<file path="src/rtl/ps2_rx_fifo.sv">
// PS/2 device-to-host receiver: synchroniser, kclk glitch filter, frame FSM, FWFT byte FIFO.
// Define PS2_RX_TIMEOUT_EN to add the in-frame kclk watchdog.
module ps2_rx_fifo #(
    parameter int FILTER_LEN     = 4,
    parameter int FIFO_DEPTH     = 8,
    parameter int TIMEOUT_CYCLES = 200000
) (
    input  logic                          clk_i,
    input  logic                          resetn,
    input  logic                          kclk_i,
    input  logic                          kdata_i,
    input  logic                          rd_i,
    input  logic                          clr_i,
    output logic [7:0]                    data_o,
    output logic                          valid_o,
    output logic [$clog2(FIFO_DEPTH):0]   count_o,
    output logic                          overflow_o,
    output logic                          parity_err_o,
    output logic                          frame_err_o
);

    localparam int AW = $clog2(FIFO_DEPTH);
    localparam int CW = AW + 1;

    typedef enum logic [1:0] {S_IDLE, S_DATA, S_PARITY, S_STOP} state_t;

    logic         r_kclk_m, r_kclk_s, r_kdat_m, r_kdat_s;
    logic [3:0]   r_fcnt;
    logic         r_kclk_f, r_kclk_fd;
    logic         w_edge;

    state_t       r_state;
    logic [2:0]   r_bcnt;
    logic [7:0]   r_shift;
    logic         r_par;
    logic         r_push;
    logic [7:0]   r_push_data;
    logic         r_perr, r_ferr;

    logic [7:0]   r_mem [FIFO_DEPTH];
    logic [AW-1:0] r_wptr, r_rptr;
    logic [CW-1:0] r_count;
    logic         r_ovf;
    logic         w_full, w_empty, w_pop, w_wr, w_ovf;

    // Filtered kclk flips only after FILTER_LEN consecutive differing samples
    always_ff @(posedge clk_i) begin
        if (!resetn) begin
            r_kclk_m  <= 1'b1;
            r_kclk_s  <= 1'b1;
            r_kdat_m  <= 1'b1;
            r_kdat_s  <= 1'b1;
            r_fcnt    <= '0;
            r_kclk_f  <= 1'b1;
            r_kclk_fd <= 1'b1;
        end else begin
            r_kclk_m  <= kclk_i;
            r_kclk_s  <= r_kclk_m;
            r_kdat_m  <= kdata_i;
            r_kdat_s  <= r_kdat_m;
            r_kclk_fd <= r_kclk_f;
            if (r_kclk_s == r_kclk_f) begin
                r_fcnt <= '0;
            end else if (r_fcnt == 4'(FILTER_LEN - 1)) begin
                r_kclk_f <= r_kclk_s;
                r_fcnt   <= '0;
            end else begin
                r_fcnt <= r_fcnt + 4'd1;
            end
        end
    end

    assign w_edge = r_kclk_fd & ~r_kclk_f;

`ifdef PS2_RX_TIMEOUT_EN
    localparam int TW = $clog2(TIMEOUT_CYCLES + 1);
    logic [TW-1:0] r_tcnt;
`endif

    always_ff @(posedge clk_i) begin
        if (!resetn) begin
            r_state     <= S_IDLE;
            r_bcnt      <= '0;
            r_shift     <= '0;
            r_par       <= 1'b0;
            r_push      <= 1'b0;
            r_push_data <= '0;
            r_perr      <= 1'b0;
            r_ferr      <= 1'b0;
`ifdef PS2_RX_TIMEOUT_EN
            r_tcnt      <= '0;
`endif
        end else begin
            r_push <= 1'b0;
            r_perr <= 1'b0;
            r_ferr <= 1'b0;
            unique case (r_state)
                S_IDLE: begin
                    if (w_edge && !r_kdat_s) begin
                        r_state <= S_DATA;
                        r_bcnt  <= '0;
                    end
                end
                S_DATA: begin
                    if (w_edge) begin
                        r_shift <= {r_kdat_s, r_shift[7:1]};
                        r_bcnt  <= r_bcnt + 3'd1;
                        if (r_bcnt == 3'd7) r_state <= S_PARITY;
                    end
                end
                S_PARITY: begin
                    if (w_edge) begin
                        r_par   <= r_kdat_s;
                        r_state <= S_STOP;
                    end
                end
                S_STOP: begin
                    if (w_edge) begin
                        r_state <= S_IDLE;
                        if (!r_kdat_s) begin
                            r_ferr <= 1'b1;
                        end else if (^{r_shift, r_par}) begin
                            r_push      <= 1'b1;
                            r_push_data <= r_shift;
                        end else begin
                            r_perr <= 1'b1;
                        end
                    end
                end
                default: r_state <= S_IDLE;
            endcase
`ifdef PS2_RX_TIMEOUT_EN
            // Watchdog: a stalled frame is abandoned; never coincides with an edge
            if (r_state == S_IDLE || w_edge) begin
                r_tcnt <= '0;
            end else if (r_tcnt == TW'(TIMEOUT_CYCLES - 1)) begin
                r_tcnt  <= '0;
                r_state <= S_IDLE;
                r_ferr  <= 1'b1;
            end else begin
                r_tcnt <= r_tcnt + 1'b1;
            end
`endif
        end
    end

    assign w_empty = (r_count == '0);
    assign w_full  = (r_count == CW'(FIFO_DEPTH));
    assign w_pop   = rd_i & ~w_empty;
    assign w_wr    = r_push & (~w_full | w_pop);
    assign w_ovf   = r_push & w_full & ~w_pop;

    always_ff @(posedge clk_i) begin
        if (w_wr) r_mem[r_wptr] <= r_push_data;
    end

    always_ff @(posedge clk_i) begin
        if (!resetn) begin
            r_wptr  <= '0;
            r_rptr  <= '0;
            r_count <= '0;
            r_ovf   <= 1'b0;
        end else begin
            if (w_wr)  r_wptr <= r_wptr + 1'b1;
            if (w_pop) r_rptr <= r_rptr + 1'b1;
            if (w_wr && !w_pop)      r_count <= r_count + 1'b1;
            else if (!w_wr && w_pop) r_count <= r_count - 1'b1;
            if (w_ovf)      r_ovf <= 1'b1;
            else if (clr_i) r_ovf <= 1'b0;
        end
    end

    assign data_o       = w_empty ? 8'h00 : r_mem[r_rptr];
    assign valid_o      = ~w_empty;
    assign count_o      = r_count;
    assign overflow_o   = r_ovf;
    assign parity_err_o = r_perr;
    assign frame_err_o  = r_ferr;

endmodule

</file>
<file path="config.mk">
export PLATFORM = sky130hd
export DESIGN_NAME = ps2_rx_fifo
export DESIGN_NICKNAME = d
export VERILOG_FILES = /design/src/rtl/ps2_rx_fifo.sv
export SDC_FILE = /design/constraint.sdc
export NUM_CORES = 1
export LEC_CHECK = 0
export BUFFER_PORTS_ARGS = -buffer_cell sky130_fd_sc_hd__buf_2
export CELL_PAD_IN_SITES_DETAIL_PLACEMENT = 1
export CELL_PAD_IN_SITES_GLOBAL_PLACEMENT = 1
export CORE_UTILIZATION = 45
export CTS_CLUSTER_SIZE = 12
export DETAILED_ROUTE_END_ITERATION = 8
export GPL_TIMING_DRIVEN = 0
export PLACE_DENSITY_LB_ADDON = 0.2
export SYNTH_ARGS = -nofsm -noshare
export SYNTH_HDL_FRONTEND = slang
export SYNTH_SLANG_ARGS = --single-unit
</file>
<file path="constraint.sdc">
create_clock -name clk_i -period 3.1 [get_ports clk_i]
set_clock_uncertainty 0.05 [all_clocks]
set_input_delay 0.465 -clock clk_i [delete_from_list [all_inputs] [get_ports clk_i]]
set_output_delay 0.465 -clock clk_i [all_outputs]
set_load 0.02 [all_outputs]
</file>
Yosys cells after proc, flatten, opt, wreduce, memory -nomap -nowiden

Memories as Yosys holds them, arrays and structs flattened. A register that Yosys moved wholly into a read port is not among the register bits.
Index checks and enable logic that the tools add are counted.

Register bits after elaboration: 46
RAM bits: 64
Output and inout bits: 16
Logic and storage cells: 92
Memories: 1

Memory list:

| memory | words | bits a word | rd ports | clocked after Yosys merged registers in | write ports | line | text |
|---|---|---|---|---|---|---|---|
| r_mem  | 8     | 8           | 1        | 1                                       | 1           | 40   | `logic [7:0] r_mem [FIFO_DEPTH];` |

$add $sub $neg: 6
Equal/unequal tests: 12
Muxes and demuxes: 21
Bitwise operators: 12
Reductions and logical operators: 21

Operators by type and width:

| kind                                                                  | number |
|---|---|
| 3-bit two-way mux                                                     | 4 |
| 2-bit two-way mux                                                     | 5 |
| 2-bit != test, second input constant                                  | 5 |
| 3-bit by 1-bit adder with 3-bit output, second input constant         | 3 |
| 9-bit parity                                                          | 1 |
| 4-bit by 1-bit adder with 4-bit output, second input constant         | 2 |
| 4-bit two-way mux                                                     | 2 |
| 8-bit two-way mux                                                     | 1 |
| 2-bit case mux with 4 select lines                                    | 1 |
| 4-bit AND reduction                                                   | 2 |
| 1-bit two-way mux                                                     | 7 |
| 1-bit NOT                                                             | 6 |
| 3-bit case mux with 2 select lines                                    | 1 |
| 2-bit AND reduction                                                   | 3 |
| 3-bit AND reduction                                                   | 2 |
| 2-bit nonzero test                                                    | 3 |
| 1-bit bitwise AND                                                     | 5 |
| 5-bit AND reduction                                                   | 1 |
| 2-bit equality test, second input constant                            | 2 |
| 4-bit by 2-bit equality test with 1-bit output, second input constant | 1 |
| 4-bit equality test, second input constant                            | 1 |
| 4-bit zero test                                                       | 1 |
| 4-bit by 1-bit subtractor with 4-bit output, second input constant    | 1 |
| 3-bit equality test, second input constant                            | 1 |
| other kinds (7)                                                       | 11 |

Longest topological paths before layout

Word-level depth: 9
Mapped depth: 11
Depth with buffers taken out: 11

Worst setup path before layout

OpenSTA, ideal clock, no wires.

Path type: register -> register
From: register r_count[0] (netlist: count_o[0])
To: register r_count[3] (netlist: count_o[3])
Library setup time: 70 ps
Arrival: 2715 ps
Path slack: 265 ps
Cell stages (with the launch flop): 12
Cells stage by stage: dfxtp_1 > nor4_2 > inv_2 > nand2_1 > ha_1 > inv_1 > ha_1 > a21o_1 > a21oi_1 > xnor2_1 > or3_1 > a21oi_1

Cells in the longest elaborated chain, start to end: 8
Elaborated cells on any way between the ends: 16

RTL lines:

| element                             | line | text |
|---|---|---|
| from (decl)                         | 42   | `logic [CW-1:0] r_count;` |
| from (signal assigned)              | 166  | `if (w_wr && !w_pop) r_count <= r_count + 1'b1;` |
| from (signal assigned)              | 167  | `else if (!w_wr && w_pop) r_count <= r_count - 1'b1;` |
| 4-bit zero test (*)                 | 147  | `assign w_empty = (r_count == '0);` |
| 1-bit NOT (*)                       | n/a  |  |
| via valid_o                         | 15   | `output logic valid_o,` |
| 1-bit bitwise AND (*)               | 149  | `assign w_pop = rd_i & ~w_empty;` |
| 1-bit OR                            | 150  | `assign w_wr = r_push & (~w_full \| w_pop);` |
| 1-bit bitwise AND                   | 150  |  |
| 1-bit zero test                     | 167  |  |
| 1-bit logical AND                   | 167  |  |
| 2-bit nonzero test (no source line) | n/a  |  |

Mark *: on every way through the listed nets, which the timed path passes. The rest lies on a longest branch. The select of a mux whose other input is x is not followed.
A chain may end at the register's enable or synchronous reset.

==> metrics.txt <==
# TYPE chip_impl_metric gauge
chip_impl_info{name="outcome",value="completed"} 1
chip_impl_info{name="cell_occurring_most_often_along_the_worst_timing_path",value="sky130_fd_sc_hd__buf_2"} 1
chip_impl_info{name="cp_cell_sequence",value="clkbuf_1 -> buf_2 -> mux4_2 -> mux2i_1 -> nor2_1 -> buf_2"} 1
chip_impl_metric{name="clock_sink_count",unit=""} 113
chip_impl_metric{name="design.core.area",unit="µm²"} 9774
chip_impl_metric{name="first_global_vias",unit=""} 2699
chip_impl_metric{name="antenna_left",unit=""} 0
chip_impl_metric{name="route.final.wire_length",unit="mm"} 8.785
chip_impl_info{name="crit_type",value="reg -> out"} 1
chip_impl_metric{name="fp.dieArea",unit="µm²"} 10530
chip_impl_metric{name="drive_above_1_share",unit="%"} 20.10
chip_impl_metric{name="gp_routability_congestion",unit=""} 0.7077
chip_impl_metric{name="cts-root-to-sink-buffers",unit=""} 2
chip_impl_metric{name="worst-path-max-fanout",unit=""} 10
chip_impl_metric{name="setup_viol_count_final",unit=""} 0
chip_impl_metric{name="first_iter_violations",unit=""} 72
chip_impl_metric{name="cts_hold_buf",unit=""} 0
chip_impl_metric{name="num-nets-final",unit=""} 390
chip_impl_metric{name="clk_pin_slew",unit="ns"} 0.06
chip_impl_metric{name="row_count",unit=""} 36
chip_impl_metric{name="antenna_found_initial",unit=""} 0
chip_impl_metric{name="netlist-cell-type-count",unit=""} 34
chip_impl_metric{name="n_antenna_cell",unit=""} 0
chip_impl_metric{name="final_hold_viol_count",unit=""} 0
chip_impl_info{name="cp_slowest_cell",value="sky130_fd_sc_hd__buf_2"} 1
chip_impl_metric{name="globalRouteOverflowTotal",unit=""} 0
chip_impl_metric{name="synth_sequential_area_ratio",unit="%"} 63.70
chip_impl_metric{name="grt_usage",unit="%"} 18.69
chip_impl_info{name="tritoncts_clock_tree",value="yes"} 1
chip_impl_metric{name="net_count_of_the_mapped_netlist",unit=""} 349
chip_impl_metric{name="port_buffers",unit=""} 21
chip_impl_metric{name="synth_area",unit="µm²"} 4557
chip_impl_info{name="grt_setup_unrepaired",value="false"} 1
chip_impl_metric{name="grt_first_pass_wirelength",unit="mm"} 13.94
chip_impl_metric{name="timing.critical_path.arrival",unit="ns"} 2.31
chip_impl_metric{name="cap_violations",unit=""} 0
chip_impl_metric{name="gr-usage-met1",unit="%"} 22.54
chip_impl_metric{name="powerDensity",unit="nW/µm²"} 751.7
chip_impl_metric{name="synth_cells",unit=""} 329
chip_impl_metric{name="fin_worst_hold_slack",unit="ns"} 0.09042
chip_impl_metric{name="finalNonFillerCells",unit=""} 516
chip_impl_metric{name="fp.dieH",unit="µm"} 102.6
chip_impl_metric{name="drc",unit=""} 0
chip_impl_metric{name="placedInstanceArea",unit="µm²"} 4842
chip_impl_metric{name="gr-usage-met2",unit="%"} 31.74
chip_impl_metric{name="flow.area_growth_from_synthesis",unit="%"} 19.00
chip_impl_metric{name="dp.final_hpwl",unit="mm"} 5.961
chip_impl_metric{name="initial_core_util",unit="%"} 46.62
chip_impl_metric{name="syn_area_per_cell",unit="µm²"} 13.85
chip_impl_metric{name="timing_worst_slew_pin_value",unit="ns"} 1.277
chip_impl_metric{name="ratio_of_final_minimum_period_to_clock_period",unit="%"} 91.13
chip_impl_metric{name="detail_route.vias_per_cell",unit=""} 5.097
chip_impl_metric{name="pin_count_of_the_biggest_net_entering_global_routing",unit=""} 17
chip_impl_metric{name="path_buf_inv",unit=""} 3
chip_impl_metric{name="timing.final.max_slew_violations",unit=""} 0
chip_impl_info{name="holdCritPathClass",value="in -> reg"} 1
chip_impl_metric{name="cp_data_required_time",unit="ns"} 2.58
chip_impl_metric{name="die_w",unit="µm"} 102.6
chip_impl_metric{name="timing.slew.headroom",unit="%"} 14.23
chip_impl_metric{name="synth_warnings",unit=""} 0
chip_impl_metric{name="finalWorstPathRequiredPeriod",unit="ns"} 2.825
chip_impl_info{name="end_kind",value="output port"} 1
chip_impl_metric{name="power.static_leakage",unit="nW"} 1.980
chip_impl_metric{name="place_inst",unit=""} 484
chip_impl_metric{name="drt-wirelength-per-cell",unit="µm"} 17.03
chip_impl_metric{name="fin_area",unit="µm²"} 5423
chip_impl_metric{name="ioPinCount",unit=""} 22
chip_impl_info{name="cpLargestDelayFamily",value="buffers and inverters"} 1
chip_impl_metric{name="tns",unit="ns"} 0
chip_impl_metric{name="vias",unit=""} 2630
chip_impl_info{name="clk_root_buffer_cell",value="sky130_fd_sc_hd__clkbuf_8"} 1
chip_impl_metric{name="flip_flop_and_latch_count_after_synthesis",unit=""} 113
chip_impl_info{name="layout.cells.most_common_list",value="sky130_fd_sc_hd__edfxtp_1 (64), sky130_fd_sc_hd__dfxtp_1 (48), sky130_fd_sc_hd__nor2_1 (37)"} 1
chip_impl_metric{name="groute.layer.met3.usage",unit="%"} 5.288
chip_impl_metric{name="timing.fmax",unit="MHz"} 354.0
chip_impl_metric{name="cts.htree.levels",unit=""} 4
chip_impl_info{name="layout.cells.most_common",value="sky130_fd_sc_hd__edfxtp_1"} 1
chip_impl_metric{name="irDropWorstVdd",unit="mV"} 0.3055
chip_impl_metric{name="number_of_clock_buffers_inserted_by_tritoncts",unit=""} 17
chip_impl_info{name="gr-max-usage-layer",value="met2"} 1
chip_impl_metric{name="critPathMaxStageDelay",unit="ns"} 0.39
chip_impl_info{name="cp-start-kind",value="flop"} 1
chip_impl_metric{name="drt-pass1-iter-count",unit=""} 4
chip_impl_metric{name="clkLatencyLatePin",unit="ns"} 0.51
[layout make-up]
cell class,instances,area [µm²]
Buffer,9,38.79
Clock buffer,19,421.7
Clock inverter,13,143.9
Fill cell,992,4352
Inverter,11,41.29
Multi-Input combinational cell,195,1587
Sequential cell,113,2904
Tap cell,133,166.4
Timing Repair Buffer,23,120.1
[report_power, final]
part	internal (mW)	total (mW)	leakage (nW)	switching (mW)
logic	0.224	0.565	0.719	0.341
registers	1.61	1.66	0.990	0.0563
clock network	1.21	1.85	0.272	0.644
total	3.04	4.08	1.98	1.04
[flip-flops by register name (all words and copies together), names as in the netlist, 2 cells and up, named ones only]
| signal | cells |
|---|---|
| count_o | 4 |
| r_mem | 64 |
| r_push_data | 8 |
| r_state | 2 |
| r_rptr | 3 |
| r_shift | 8 |
| r_bcnt | 3 |
| r_wptr | 3 |
| r_fcnt | 4 |
[per-layer routing]
metal | wire [µm] | part of all wire, %
met5 | 0 | 0
met4 | 107 | 1.2
met3 | 222 | 2.5
met2 | 4506 | 51
met1 | 3949 | 45
[cells in the mapped netlist (all sizes together)]
cell / number / area share, %
a211o: 1 / 0.19
a211oi: 1 / 0.16
a21o: 1 / 0.16
a21oi: 12 / 1.3
a31o: 1 / 0.19
and2: 1 / 0.14
buf: 4 / 0.41
clkbuf: 6 / 0.49
dfxtp: 49 / 22
edfxtp: 64 / 42
fa: 1 / 0.44
ha: 13 / 3.6
inv: 11 / 0.91
mux2i: 27 / 5.9
mux4: 16 / 7.9
nand2: 27 / 2.2
nand2b: 10 / 1.4
nand3: 9 / 1.1
nand4: 2 / 0.27
nor2: 38 / 3.5
nor2b: 2 / 0.27
nor3: 8 / 0.88
nor4: 2 / 0.41
o21ai: 3 / 0.33
or3: 1 / 0.14
or3b: 1 / 0.19
xnor2: 11 / 2.1
xnor3: 1 / 0.52
xor2: 6 / 1.2
[worst reg2reg max path: stages, from the launching register on]
cell and delay, ns:
sky130_fd_sc_hd__dfxtp_1 0.40, sky130_fd_sc_hd__nor3_1 0.30, sky130_fd_sc_hd__a31o_2 0.28, sky130_fd_sc_hd__inv_2 0.09
sky130_fd_sc_hd__ha_1 0.23, sky130_fd_sc_hd__inv_1 0.12, sky130_fd_sc_hd__ha_1 0.24, sky130_fd_sc_hd__a21o_1 0.17
sky130_fd_sc_hd__a21oi_1 0.17, sky130_fd_sc_hd__xnor2_1 0.11, sky130_fd_sc_hd__or3_1 0.31, sky130_fd_sc_hd__a21oi_1 0.16
[path summary, 6_finish.rpt]
kind / endpoint / start / slack [ns] / depth (start not counted)
max: data_o[1] / flop / 0.28 / 6
min: r_kclk_m / kclk_i / 0.09 / 2
max reg2reg: count_o[3] / count_o[0] / 0.39 / 11
min reg2reg: r_kdat_s / r_kdat_m / 0.37 / 1
[repair_timing]
action                     CTS  global route
setup buffers                0             1
pin swaps                    0             1
gates resized for setup      2             1
setup endpoints to repair    9             5
cloned                       0             0
[metrics by stage]
step / setup slack (ns) / utilization [%] / power (mW)
after global placement: -0.1047 / 49.40 / 2.230
after CTS: 0.06396 / 55.39 / 4.112
after global routing: 0.1269 / 55.48 / 4.234
after floorplan: 0.2653 / - / 2.065
final: 0.2751 / 55.48 / 4.076
after detailed placement: -0.2199 / 49.54 / 2.246
[cells by family (layout without fill, tap and decap cells)]
| logic type | count (synthesis) | in the layout | share of synthesized area, % |
|---|---|---|---|
| compound gates | 19 | 19 | 2.361 |
| xor+xnor | 18 | 18 | 3.789 |
| simple gates | 101 | 101 | 10.49 |
| mux | 43 | 43 | 13.84 |
| fa+ha+maj | 14 | 14 | 4.009 |
| buf+inv | 21 | 75 | 1.812 |
| flops | 113 | 113 | 63.70 |
Note: power is estimated with default switching activity, not from simulation.
